## src/rtl/regfile_sequencer.sv

```systemverilog
// Four-state instruction sequencer for an external 8-entry register file.
// It accepts one instruction, reads two operands, executes, and writes back.
module regfile_sequencer #(
   parameter int N = 16
) (
   input  logic         clk,
   input  logic         rst_n,
   input  logic [15:0]  instr,
   input  logic         instr_valid,
   output logic         instr_ready,
   output logic [2:0]   rf_sel_A,
   output logic [2:0]   rf_sel_B,
   input  logic [N-1:0] rf_out_A,
   input  logic [N-1:0] rf_out_B,
   output logic [2:0]   rf_wr_addr,
   output logic         rf_wr_en,
   output logic [N-1:0] rf_wr_data,
   output logic         done,
   output logic         illegal,
   output logic         zero
);

   typedef enum logic [1:0] {
      IDLE = 2'd0,
      READ = 2'd1,
      EXEC = 2'd2,
      WB   = 2'd3
   } state_t;

   localparam logic [3:0] OP_NOP  = 4'd0;
   localparam logic [3:0] OP_ADD  = 4'd1;
   localparam logic [3:0] OP_SUB  = 4'd2;
   localparam logic [3:0] OP_AND  = 4'd3;
   localparam logic [3:0] OP_OR   = 4'd4;
   localparam logic [3:0] OP_XOR  = 4'd5;
   localparam logic [3:0] OP_ADDI = 4'd6;
   localparam logic [3:0] OP_MOV  = 4'd7;
   localparam logic [3:0] OP_LDI  = 4'd8;
   localparam logic [3:0] OP_SHL  = 4'd9;
   localparam logic [3:0] OP_SHR  = 4'd10;

   state_t       state_reg;
   state_t       state_next;

   logic [15:0]  instr_reg;
   logic [N-1:0] op_a_reg;
   logic [N-1:0] op_b_reg;
   logic [N-1:0] result_reg;
   logic [2:0]   wr_addr_reg;
   logic         wr_en_reg;
   logic         done_reg;
   logic         illegal_reg;
   logic         zero_reg;

   logic [3:0]   opcode;
   logic [2:0]   rd_field;
   logic [2:0]   rs_field;
   logic [2:0]   rt_field;
   logic [N-1:0] imm6_sext;
   logic [N-1:0] imm9_zext;
   logic [N-1:0] alu_result;
   logic         alu_writes;
   logic         alu_illegal;
   logic         handshake;

   assign opcode    = instr_reg[15:12];
   assign rd_field  = instr_reg[11:9];
   assign rs_field  = instr_reg[8:6];
   assign rt_field  = instr_reg[5:3];
   assign imm6_sext = {{(N-6){instr_reg[5]}}, instr_reg[5:0]};
   assign imm9_zext = {{(N-9){1'b0}}, instr_reg[8:0]};

   assign instr_ready = (state_reg == IDLE);
   assign handshake   = instr_ready && instr_valid;

   // Read selects only carry the operand fields while the operands are in flight.
   assign rf_sel_A = (state_reg == READ || state_reg == EXEC) ? rs_field : 3'd0;
   assign rf_sel_B = (state_reg == READ || state_reg == EXEC) ? rt_field : 3'd0;

   assign rf_wr_addr = wr_addr_reg;
   assign rf_wr_en   = wr_en_reg;
   assign rf_wr_data = result_reg;
   assign done       = done_reg;
   assign illegal    = illegal_reg;
   assign zero       = zero_reg;

   always_ff @(posedge clk or negedge rst_n) begin
      if (!rst_n) begin
         state_reg <= IDLE;
      end else begin
         state_reg <= state_next;
      end
   end

   always_comb begin
      state_next = state_reg;
      case (state_reg)
         IDLE:    if (instr_valid) state_next = READ;
         READ:    state_next = EXEC;
         EXEC:    state_next = WB;
         WB:      state_next = IDLE;
         default: state_next = IDLE;
      endcase
   end

   always_comb begin
      alu_result  = '0;
      alu_writes  = 1'b1;
      alu_illegal = 1'b0;
      case (opcode)
         OP_NOP:  alu_writes = 1'b0;
         OP_ADD:  alu_result = op_a_reg + op_b_reg;
         OP_SUB:  alu_result = op_a_reg - op_b_reg;
         OP_AND:  alu_result = op_a_reg & op_b_reg;
         OP_OR:   alu_result = op_a_reg | op_b_reg;
         OP_XOR:  alu_result = op_a_reg ^ op_b_reg;
         OP_ADDI: alu_result = op_a_reg + imm6_sext;
         OP_MOV:  alu_result = op_a_reg;
         OP_LDI:  alu_result = imm9_zext;
         OP_SHL:  alu_result = {op_a_reg[N-2:0], 1'b0};
         OP_SHR:  alu_result = {1'b0, op_a_reg[N-1:1]};
         default: begin
            alu_writes  = 1'b0;
            alu_illegal = 1'b1;
         end
      endcase
   end

   // Writeback outputs are loaded on entry to WB and cleared on exit, so
   // they are register-driven and only ever high for that single cycle.
   always_ff @(posedge clk or negedge rst_n) begin
      if (!rst_n) begin
         instr_reg   <= '0;
         op_a_reg    <= '0;
         op_b_reg    <= '0;
         result_reg  <= '0;
         wr_addr_reg <= '0;
         wr_en_reg   <= 1'b0;
         done_reg    <= 1'b0;
         illegal_reg <= 1'b0;
         zero_reg    <= 1'b0;
      end else begin
         case (state_reg)
            IDLE: begin
               if (handshake) instr_reg <= instr;
            end
            READ: begin
               op_a_reg <= rf_out_A;
               op_b_reg <= rf_out_B;
            end
            EXEC: begin
               result_reg  <= alu_result;
               wr_addr_reg <= rd_field;
               wr_en_reg   <= alu_writes;
               done_reg    <= 1'b1;
               illegal_reg <= alu_illegal;
               if (alu_writes) zero_reg <= (alu_result == '0);
            end
            WB: begin
               result_reg  <= '0;
               wr_addr_reg <= '0;
               wr_en_reg   <= 1'b0;
               done_reg    <= 1'b0;
               illegal_reg <= 1'b0;
            end
            default: ;
         endcase
      end
   end

endmodule

```

## config.mk

```make
export PLATFORM = sky130hd
export DESIGN_NAME = regfile_sequencer
export DESIGN_NICKNAME = d
export VERILOG_FILES = /design/src/rtl/regfile_sequencer.sv
export SDC_FILE = /design/constraint.sdc
export NUM_CORES = 1
export LEC_CHECK = 0
export ABC_AREA = 0
export CAP_MARGIN = 20
export CORE_ASPECT_RATIO = 1.4
export CORE_UTILIZATION = 51
export CTS_CLUSTER_DIAMETER = 50
export DETAILED_ROUTE_END_ITERATION = 12
export GPL_TIMING_DRIVEN = 1
export HOLD_SLACK_MARGIN = 0.08
export PLACE_DENSITY = 0.85
export REMOVE_ABC_BUFFERS = 1
export SKIP_CTS_REPAIR_TIMING = 1
export SYNTH_ARGS = -nofsm -noshare
export SYNTH_HDL_FRONTEND = slang
export SYNTH_SLANG_ARGS = --single-unit
```

## constraint.sdc

```tcl
create_clock -name clk -period 11.8 [get_ports clk]
set_input_delay 1.77 -clock clk [delete_from_list [all_inputs] [get_ports clk]]
set_output_delay 1.77 -clock clk [all_outputs]
set_load 0.01 [all_outputs]
```

==> results.cfg <==
[routing]
highest_layer = met4
totalWireLength_mm = 18.13
drt-pass1-iter-count = 7
m1WireLength_mm = 6.670
wl_met3_mm = 1.081
ant_nets = 0
wl_per_cell_um = 21.00
drc_errors = 0
dr_wl_met2_mm = 9.123
drt_iter0_markers = 431
dr_total_vias = 5465
avgViaCountPerCell = 6.333

[floorplanning]
die_area_um2 = 11430
core_area_um2 = 10520
initial_utilization = 0.5333
die_w_um = 90.63
rows = 44
die_h_um = 126.1
ios = 81

[sta]
rsz0062_at_grt = false
finClkSkew_ps = 8.593
layout_min_cycle_time_ps = 5262
relSlewSlack = 0.3534
max_freq_ghz = 0.1900
fin_crit_sh = 0.4459
fin_tns_setup_ps = 0
setup_viol = 0
drv_slew = 0
hold_violations = 0
tightest_slew_ps = 970.0

[synth]
synthXorXnorAreaFrac = 0.01874
yosysWarnings = 0
synth_area_leader_cell = dfrtp_1
synthFlopType = dfrtp_1
ys_async_sr_fraction = 1.000
synth_top_family_by_area = compound AO/OA/AOI/OAI gates
synth-edff-count = 0
synth_compound_gate_area_share = 0.2182
syn_area_um2 = 5608
syn_avg_cell_area_um2 = 8.497
synth-adder-area-share = 0.1263
synth_top_cell_area_share = 0.3257
ys_ff_latch = 73
syn_inst = 660
synthSimpleGateAreaFrac = 0.1798
synthTopCellsByArea = dfrtp_1, ha_1, o21ai_0
ys_seq_area_frac = 0.3257
synth_cell_types = 63
muxShareOfSynthArea = 0.07608

[min_path]
hold_path.class = flip-flop to flip-flop

[placement]
portBuffers = 80
postPlaceCellArea_um2 = 6481
gp_congestion = 0.9450
post-dp-hpwl_mm = 13.37

[cts]
ctsHtreeMaxLevel = 3
clock_latency_ps = 350
cts_sinks = 73
cts_buffers = 9
clkTransAtPathRegs_ps = 60
clockRootBuffer = clkbuf_16
clock_path_buffers = 2
cts_tree = done

[power_and_ir_drop]
peakVddDrop_v = 0.0001782
p_per_area_nw_per_um2 = 357.4
p_leak_nw = 2.941

[grt]
grt_antenna_before_repair = 0
grt_usage = 0.3260
overflow = 0
grt_max_degree = 74
grt_pass1_vias = 5391
grt_pass1_wl_mm = 28.64

[worst_setup_path]
path_class = flip-flop to flip-flop
crit_arrival_ps = 5550
regToRegSetupSlack_ps = 6540
worstPathRequired_ps = 12090
worst_setup_path_start_kind = flip-flop
critical_path.max_fanout = 34
endpoint_kind = flip-flop

[run]
maxCapViolCount = 0

[finish]
final_area_um2 = 6827
nets = 827
drive_gt1_frac = 0.08138
area_delta_synth_final_pct = 21.73
antennaDiodeCount = 0

[outcome]
run_status = completed
## critical path, cell delays in order, from the launching register on
cell and delay [ps]:
dfrtp_1 320, buf_4 330, nor2b_1 680, nand2_1 270, nor2_1 770, a31o_2 200, a21oi_1 60, ha_1 310
nand2_1 50, a211o_1 280, a211oi_1 330, nor2_1 120, o21a_1 230, xnor2_1 150, a2111oi_0 620, and4_1 290
a32o_1 160
## kinds of logic (layout without fill, tap and decap cells)
group | count (synthesis) | count (layout)
compound gates | 192 | 192
xor+xnor | 12 | 12
fa+ha+maj | 56 | 56
buf+inv | 81 | 146
flops | 73 | 73
mux | 40 | 40
simple gates | 206 | 206
## cell usage after synthesis (4+ instances only)
library cell,number
o221ai_1,5
nand3b_1,5
clkbuf_1,32
a22o_1,5
nand3_1,8
dfrtp_1,73
a22oi_1,11
a211oi_1,15
nor3b_1,4
a311oi_1,6
mux2i_1,19
nor3_1,8
nand2_1,63
o21ai_0,62
o22ai_1,8
or3_4,4
a31oi_1,6
nor2_1,66
a21oi_1,41
ha_1,55
and2_1,9
nand4_1,6
o21a_1,4
inv_1,43
mux2_2,21
nor2b_1,9
xnor2_1,10
a221oi_1,5
## layer usage
metal,vias to the layer above,global-route usage
met5,-,0
met4,0,0.2268
met3,96,0.04952
met2,288,0.5566
met1,2595,0.3722
li1,2486,-
## where the power goes
part	leakage (nW)	switching, W	internal, W	total (W)
sequential	0.900	0.000156	0.000372	0.000528
clock	0.167	0.000117	0.000208	0.000325
combinational	1.87	0.000944	0.000643	0.00159
total	2.94	0.00122	0.00122	0.00244
## layout make-up
class	instances	area [µm²]
fill	885	3689
multi-input combinational	506	3475
sequential	73	1827
timing repair buffer	86	840.8
clock buffer	10	229.0
tap	138	172.7
inverter	44	166.4
clock inverter	6	116.4
## through the flow
stage	setup slack [ps]	instances	total power, W	hold WS [ps]	utilization
3_5_place_dp	6692	847	0.002062	489.4	0.6164
3_3_place_gp	6850	847	0.002031	476.7	0.6164
2_1_floorplan	7298	623	0.001503	479.2	-
6_report	6538	863	0.002440	510.0	0.6492
5_1_grt	6230	863	0.002589	525.9	0.6492
4_1_cts	6684	863	0.002403	505.7	0.6492
## layout by cell type, fill, tap and decap left out, types with 8 or more instances in the layout
master | Yosys | layout
a211oi_1 | 15 | 15
a21oi_1 | 41 | 41
a22oi_1 | 11 | 11
and2_1 | 9 | 9
clkbuf_16 | 0 | 9
clkdlybuf4s50_1 | 0 | 79
dfrtp_1 | 73 | 73
ha_1 | 55 | 54
inv_1 | 43 | 43
mux2_2 | 21 | 21
mux2i_1 | 19 | 19
nand2_1 | 63 | 63
nand3_1 | 8 | 8
nor2_1 | 66 | 66
nor2b_1 | 9 | 9
nor3_1 | 8 | 8
o21ai_0 | 62 | 62
o22ai_1 | 8 | 8
xnor2_1 | 10 | 10
## final timing paths
| kind | startpoint | depth (start not counted) | endpoint |
|---|---|---|---|
| worst max-delay path | instr_reg[13] | 16 | zero |
| worst min-delay path | done | 2 | done |
| worst max register to register | instr_reg[13] | 16 | zero |
| worst min register to register | done | 2 | done |
| max in group asynchronous | rst_n | 2 | done |
| min in group asynchronous | rst_n | 2 | op_b_reg[8] |
Note: power is estimated with default switching activity, not from simulation.
